`src/rtl/cpu_pkg.sv`:
```
// Shared definitions for the 8-bit CPU: instruction fields, opcodes, fetch states.
package cpu_pkg;

    localparam int unsigned ADDR_W  = 8;
    localparam int unsigned INSTR_W = 8;

    // Instruction field bit positions: [7:6] op, [5:4] rs, [3:2] rt, [1:0] rd/imm
    localparam int unsigned OP_MSB  = 7;
    localparam int unsigned OP_LSB  = 6;
    localparam int unsigned RS_MSB  = 5;
    localparam int unsigned RS_LSB  = 4;
    localparam int unsigned RT_MSB  = 3;
    localparam int unsigned RT_LSB  = 2;
    localparam int unsigned IMM_MSB = 1;
    localparam int unsigned IMM_LSB = 0;
    localparam int unsigned OP_W    = OP_MSB - OP_LSB + 1;
    localparam int unsigned IMM_W   = IMM_MSB - IMM_LSB + 1;

    localparam logic [OP_W-1:0] OP_ADD = 2'b00;
    localparam logic [OP_W-1:0] OP_LW  = 2'b01;
    localparam logic [OP_W-1:0] OP_SW  = 2'b10;
    localparam logic [OP_W-1:0] OP_J   = 2'b11;

    typedef enum logic [1:0] {
        FS_IDLE  = 2'd0,
        FS_RUN   = 2'd1,
        FS_HALT  = 2'd2,
        FS_FAULT = 2'd3
    } fetch_state_e;

    // Sign-extend the 2-bit immediate to an address-width offset
    function automatic logic [ADDR_W-1:0] sext_imm(input logic [IMM_W-1:0] imm);
        return {{(ADDR_W-IMM_W){imm[IMM_W-1]}}, imm};
    endfunction

endpackage

```
`src/rtl/fetch_unit_next_pc.sv`:
```
// Next-PC computation: sequential PC+1, or PC+1+sext(imm) for jumps; flags jump-to-self.
module next_pc
    import cpu_pkg::*;
(
    input  logic [ADDR_W-1:0]  pc,
    input  logic [INSTR_W-1:0] instruction,
    output logic [ADDR_W-1:0]  next_pc,
    output logic               is_self_jump
);

    logic [OP_W-1:0]  op;
    logic [IMM_W-1:0] imm;
    logic             unused_reg_fields;

    // Register fields do not affect control flow
    assign unused_reg_fields = ^instruction[RS_MSB:RT_LSB];

    // Target select and self-loop detection
    always_comb begin
        op           = instruction[OP_MSB:OP_LSB];
        imm          = instruction[IMM_MSB:IMM_LSB];
        next_pc      = pc + ADDR_W'(1);
        is_self_jump = 1'b0;
        if (op == OP_J) begin
            next_pc      = pc + ADDR_W'(1) + sext_imm(imm);
            is_self_jump = (next_pc == pc);
        end
    end

endmodule

```
`src/rtl/fetch_unit.sv`:
```
// PC / fetch stage: drives IMEM address, registers the returned byte into IR,
// hands IR to decode over valid/ready, resolves jumps, detects halt and fault.
module fetch_unit
    import cpu_pkg::*;
#(
    parameter int unsigned       MEM_DEPTH = 32,
    parameter logic [ADDR_W-1:0] PC_RESET  = 8'h00,
    parameter bit                LOOP_HALT = 1'b1
) (
    input  logic               clk,
    input  logic               reset_n,
    input  logic               run,
    output logic [ADDR_W-1:0]  read_address,
    input  logic [INSTR_W-1:0] instruction,
    output logic [INSTR_W-1:0] ir,
    output logic               ir_valid,
    input  logic               ir_ready,
    output logic [ADDR_W-1:0]  ir_pc,
    output logic               halted,
    output logic               fault,
    output logic [7:0]         fetch_count
);

    localparam int unsigned CNT_W = 8;

    fetch_state_e       state_q, state_d;
    logic [ADDR_W-1:0]  pc_q, pc_d;
    logic [INSTR_W-1:0] ir_q, ir_d;
    logic               ir_valid_q, ir_valid_d;
    logic [ADDR_W-1:0]  ir_pc_q, ir_pc_d;
    logic               halted_q, halted_d;
    logic               fault_q, fault_d;
    logic [CNT_W-1:0]   count_q, count_d;

    logic [ADDR_W-1:0]  jump_pc_c;
    logic               self_jump_c;
    logic               issue_c;
    logic               pc_fault_c;

    next_pc u_next_pc (
        .pc           (pc_q),
        .instruction  (instruction),
        .next_pc      (jump_pc_c),
        .is_self_jump (self_jump_c)
    );

    // State and datapath registers
    always_ff @(posedge clk or negedge reset_n) begin
        if (!reset_n) begin
            state_q    <= FS_IDLE;
            pc_q       <= PC_RESET;
            ir_q       <= '0;
            ir_valid_q <= 1'b0;
            ir_pc_q    <= '0;
            halted_q   <= 1'b0;
            fault_q    <= 1'b0;
            count_q    <= '0;
        end else begin
            state_q    <= state_d;
            pc_q       <= pc_d;
            ir_q       <= ir_d;
            ir_valid_q <= ir_valid_d;
            ir_pc_q    <= ir_pc_d;
            halted_q   <= halted_d;
            fault_q    <= fault_d;
            count_q    <= count_d;
        end
    end

    // Next-state, issue decision and IR handshake; fault check outranks issue
    always_comb begin
        state_d    = state_q;
        pc_d       = pc_q;
        ir_d       = ir_q;
        ir_valid_d = ir_valid_q;
        ir_pc_d    = ir_pc_q;
        halted_d   = halted_q;
        fault_d    = fault_q;
        count_d    = count_q;
        issue_c    = 1'b0;
        pc_fault_c = (32'(pc_q) >= MEM_DEPTH);

        case (state_q)
            FS_IDLE: begin
                if (run) state_d = FS_RUN;
            end
            FS_RUN: begin
                if (!run) begin
                    state_d = FS_IDLE;
                end else if (pc_fault_c) begin
                    state_d = FS_FAULT;
                    fault_d = 1'b1;
                end else if (!ir_valid_q || ir_ready) begin
                    issue_c = 1'b1;
                    if (LOOP_HALT && self_jump_c) begin
                        state_d  = FS_HALT;
                        halted_d = 1'b1;
                    end
                end
            end
            FS_HALT:  state_d = FS_HALT;
            FS_FAULT: state_d = FS_FAULT;
            default:  state_d = FS_IDLE;
        endcase

        if (issue_c) begin
            ir_d       = instruction;
            ir_pc_d    = pc_q;
            ir_valid_d = 1'b1;
            pc_d       = jump_pc_c;
            if (count_q != {CNT_W{1'b1}}) count_d = count_q + CNT_W'(1);
        end else if (ir_valid_q && ir_ready) begin
            ir_valid_d = 1'b0;
        end
    end

    assign read_address = pc_q;
    assign ir           = ir_q;
    assign ir_valid     = ir_valid_q;
    assign ir_pc        = ir_pc_q;
    assign halted       = halted_q;
    assign fault        = fault_q;
    assign fetch_count  = count_q;

endmodule

```
`config.mk`:
```
export PLATFORM = sky130hd
export DESIGN_NAME = fetch_unit
export DESIGN_NICKNAME = d
export VERILOG_FILES = /design/src/rtl/cpu_pkg.sv /design/src/rtl/fetch_unit_next_pc.sv /design/src/rtl/fetch_unit.sv
export SDC_FILE = /design/constraint.sdc
export NUM_CORES = 1
export LEC_CHECK = 0
export BUFFER_PORTS_ARGS = -buffer_cell sky130_fd_sc_hd__buf_2
export CORE_MARGIN = 2
export CORE_UTILIZATION = 49
export CTS_BUF_LIST = sky130_fd_sc_hd__clkbuf_16
export CTS_CLUSTER_DIAMETER = 60
export DETAILED_ROUTE_END_ITERATION = 16
export PLACE_DENSITY_LB_ADDON = 0.1
export SLEW_MARGIN = 10
export SYNTH_ARGS = -nofsm -noshare
export SYNTH_HDL_FRONTEND = slang
export SYNTH_SLANG_ARGS = --single-unit
```
`constraint.sdc`:
```
create_clock -name clk -period 3.5 [get_ports clk]
set_input_delay 0.7 -clock clk [delete_from_list [all_inputs] [get_ports clk]]
set_output_delay 0.7 -clock clk [all_outputs]
set_load 0.05 [all_outputs]
```
# Word level (Yosys, flattened, before mapping)
# Cells that the tools add are included.
# word_totals
input_bits,12
regBits,37
wordCells,45
output_inout_bits,35
# classes
n_bitwise,1
n_eq_ne,9
muxes,14
n_lt_le_gt_ge,1
n_reduce_logical,9
n_addsub,3
# op_table
cell,n
8-bit by 1-bit adder with 8-bit output (second input constant),2
2-bit two-way mux,5
8-bit adder,1
8-bit == test,1
8-bit by 6-bit greater-or-equal comparator with 1-bit output (second input constant),1
8-bit two-way mux,1
4-bit != test (second input constant),2
8-bit != test (second input constant),1
2-bit case mux with 4 select lines,1
1-bit two-way mux,7
2-bit == test (second input constant),3
3-bit AND reduction,2
5-bit AND reduction,1
2-bit by 1-bit == test with 1-bit output (second input constant),1
2-bit zero test,1
2-bit != test (second input constant),1
2-bit AND reduction,1
2-bit nonzero test,1
1-bit logical AND,1
1-bit zero test,1
1-bit logical OR,1
1-bit inverter,1

# Depth between registers and ports, before layout
# logic_depth
depth_word,9
depth_mapped,12
ltp_nobuf,11

# Modules after synthesis
# A second synthesis with hierarchy kept.
# unflattened
cells_unflattened,213
area_unflattened_um2,2314.7
# modules_own_cells
mod,area_per_inst_um2,seq_area_each_um2,instances,cells_per_inst
fetch_unit,1586.5,925.9,1,109
next_pc,728.2,0.0,1,104

# Least setup slack after synthesis
# Ideal clock, no wire load.
# synth_path
path_type,reg-to-reg
start,register pc_q[2] (netlist: read_address[2])
end,register state_q[1]
period_less_slack_ns,3.274
arrival_time_ns,3.193
setup_time_ns,0.082
slack_ns,0.226
t_required_ns,3.418
path_stages_with_launch,13
path_buffers,2
path_cell_list,dfrtp_1 -> clkbuf_1 -> and3_1 -> nand3_1 -> xnor2_1 -> ha_1 -> buf_4 -> xnor2_1 -> mux2_2 -> nor4_2 -> o2111ai_1 -> or4_1 -> a31oi_1
# synth_via
elab_chain_len,6
elab_cells_between_ends,11
classes_between,add/sub (2); order compare (1); eq/ne (3); mux (4); reduce/logical (1)
# synth_lines
item,line_no,text
from (decl),fetch_unit.sv:27,"logic [ADDR_W-1:0] pc_q, pc_d;"
from (signal assigned),fetch_unit.sv:60,pc_q <= pc_d;
8-bit by 1-bit adder with 8-bit output,fetch_unit_next_pc.sv:25,next_pc = pc + ADDR_W'(1) + sext_imm(imm);
8-bit adder,fetch_unit_next_pc.sv:25,
8-bit == test,fetch_unit_next_pc.sv:26,is_self_jump = (next_pc == pc);
1-bit two-way mux,fetch_unit_next_pc.sv:24,if (op == OP_J) begin
4-bit != test (no source line),-,
3-bit AND reduction (no source line),-,
to (signal assigned),fetch_unit.sv:59,state_q <= state_d;
to (decl),fetch_unit.sv:26,"fetch_state_e state_q, state_d;"
# Several ways; a longest one is shown, not always the timed one.
# A chain may end at the register's enable or synchronous reset.

# Worst setup path in the final report
# Same ends and word-level chain as after synthesis.

==> reports/metrics.cfg <==
[critical_path]
start_kind = flip-flop
worst_ep_arrival_time_ps = 3500
required_ps = 3690
crit_fanout = 11
critPathKind = flip-flop to flip-flop
rr_worst_depth = 10
reg2reg_slack_ps = 190
critPathCaptureType = flip-flop
reg2reg_to = state_q[1]
r2r-start = read_address[2]

[grt]
antenna_found_initial = 0
grt_pass1_vias = 1807
grt_overflow = 0
grt_max_degree = 38
grtUsageTotal = 0.205
grt_pass1_wl_um = 8450

[yosys]
synth_seq_cells = 37
synth.avg_cell_area_sq_um = 9.36
synth-seq-area-share = 0.399
yosysTopAreaCellShare = 0.399
async_flop_share = 1.00
synthTopCellsByArea = dfrtp_1 40%, nand2_1 7.6%, ha_1 6.5%
yosys_warnings = 0
ys_types = 57
syn_nets = 273
synth-edff-count = 0
synth_flop_cell = dfrtp_1
synth_area_leader_cell = dfrtp_1
synthCells = 248
synth_area_sq_um = 2320

[detailed_routing]
drt_iter0_drc = 65
route.met3.wl_um = 171
first_pass_iters = 4
vias_per_cell = 5.49
ant_nets = 0
routed-wl-met2_um = 2220
vias = 1882
post_drt_wl_per_cell_um = 14.5
drc_errors = 0
wl_met1_um = 2520
top_layer = met4
wl_um = 4970

[floorplan]
initial_core_util = 0.498
coreArea_sq_um = 4660
pin_count = 47
rows = 25
die_x_um = 72.8
die_h_um = 72.8
die_area_sq_um = 5310

[clocking]
tritoncts = built
clk_latency_ps = 280
cts.hold.buffers_added = 0
clockBufferDepth = 2
cts_setup_buffers = 0
cts_max_level = 2
clk_pin_slew_worst_paths_ps = 60
post_cts_resized = 0
cts-buffers-inserted = 5
cts_num_sinks = 37
ctsRootBufferMaster = clkbuf_16

[power_and_ir_drop]
pwr-share-comb = 0.606
p_int_w = 0.00150
switching_share = 0.510
power_w = 0.00306
seq_power_share = 0.252
p_sw_w = 0.00156
p_leak_nw = 1.35
clkPwrFrac = 0.142
vdd_drop_max_v = 0.000554
powerDensity_nw_per_um2 = 1140

[worst_hold_path]
whs_endpoint = fault
hold_class = flip-flop to flip-flop
min_from = fault
whs_path_depth = 1

[timing]
max_slew_margin = 0.439
worst_pin_slew_ps = 841
fin_setup_tns_ps = 0
max_freq_ghz = 0.302
setup_viol = 0
hold_viol = 0
finClkSkew_ps = 2.94
fin_crit_ps = 3310
rsz0062_at_grt = no
drv_slew = 0
period_share = 0.946

[cells_and_area]
nets = 313
final_util = 0.577
layout_common_cells = 47 x nand2_1, 46 x buf_2, 37 x dfrtp_1
syn_to_final_growth_pct = 15.8
final_common_cell = nand2_1
final_layout_size_suffix_gt1_frac = 0.260
num_antenna_cells = 0
stdcell_area_sq_um = 2690

[run]
cap_violations = 0

[placed_design]
port_buffers = 46
gp_congestion = 0.880
placed_area_sq_um = 2550
hpwl_um = 3490

[status]
outcome = finished, final reports clean

-- area by class of cell --
cell class / instances / area [sq um]
multi-input cells: 189 / 1280
flip-flops and latches: 37 / 926
well taps: 54 / 67.6
fillers: 414 / 1970
clock buffers: 5 / 125
inverters: 8 / 30.0
repair buffers: 47 / 238
clock inverters: 3 / 17.5
-- metal layers --
layer / GRT usage / vias to the layer above
met5: 0 / -
met4: 0.0617 / 0
met3: 0.0428 / 6
met2: 0.321 / 33
met1: 0.287 / 909
li1: - / 934
-- state kept, by name, summed over array words and instances, names as in the netlist --
signal,flops
fetch_count,8
fault,1
halted,1
state_q,2
read_address,8
ir,8
ir_valid,1
ir_pc,8
-- power groups by stage --
| stage | combinational, W | clock, W | sequential [W] |
|---|---|---|---|
| finish | 0.00185 | 0.000434 | 0.000772 |
| global route | 0.00201 | 0.000468 | 0.000802 |
| CTS | 0.00186 | 0.000448 | 0.000771 |
| detailed placement | 0.00184 | 0 | 0.000772 |
| global placement | 0.00184 | 0 | 0.000776 |
| floorplan | 0.00110 | 0 | 0.00119 |
-- worst max path at each step --
stage,from,end,slack [ps],depth (start not counted)
4_1_cts,read_address[2],state_q[1],190,10
2_1_floorplan,read_address[2],state_q[1],230,12
3_5_place_dp,read_address[2],state_q[1],270,10
6_report,read_address[2],state_q[1],190,10
3_3_place_gp,read_address[2],state_q[1],250,10
5_1_grt,read_address[2],state_q[1],2,10
-- stage by stage --
step	std cells	hold slack [ps]	setup WS [ps]
global route	343	460	1.79
floorplan	248	404	226
CTS	343	453	188
global placement	335	437	246
finish	343	448	190
detailed placement	335	439	270
-- cells by family after synthesis --
kind of cell               after synthesis  synth area share
DFF                                     37             0.399
muxes                                    6            0.0269
and+or+nand+nor                        101             0.220
adders and majority gates               13            0.0733
AOI/OAI and AO/OA                       46             0.137
buffers and inverters                   22            0.0479
xor gates and xnor gates                23            0.0959
-- cells in the mapped netlist, types with 3 or more instances --
library cell,count
nor2_1,11
mux2i_1,4
o21ai_0,10
xnor2_1,14
nand3_1,11
dfrtp_1,37
buf_6,3
ha_1,12
nand2_1,47
and3_1,4
nand4_1,3
clkbuf_1,8
nor3_1,3
and2_1,4
a21o_1,3
a21oi_1,13
inv_1,8
xor2_1,7
-- critical path, stage by stage (launching register included) --
cell and delay [ps]:
dfrtp_1 530, and3_1 240, nand3_1 120, xnor2_1 170, ha_1 520, xnor2_1 170
mux2_2 360, nor4_2 170, o2111ai_1 220, or4_1 520, a31oi_1 200
(Power assumes the default switching activity.)
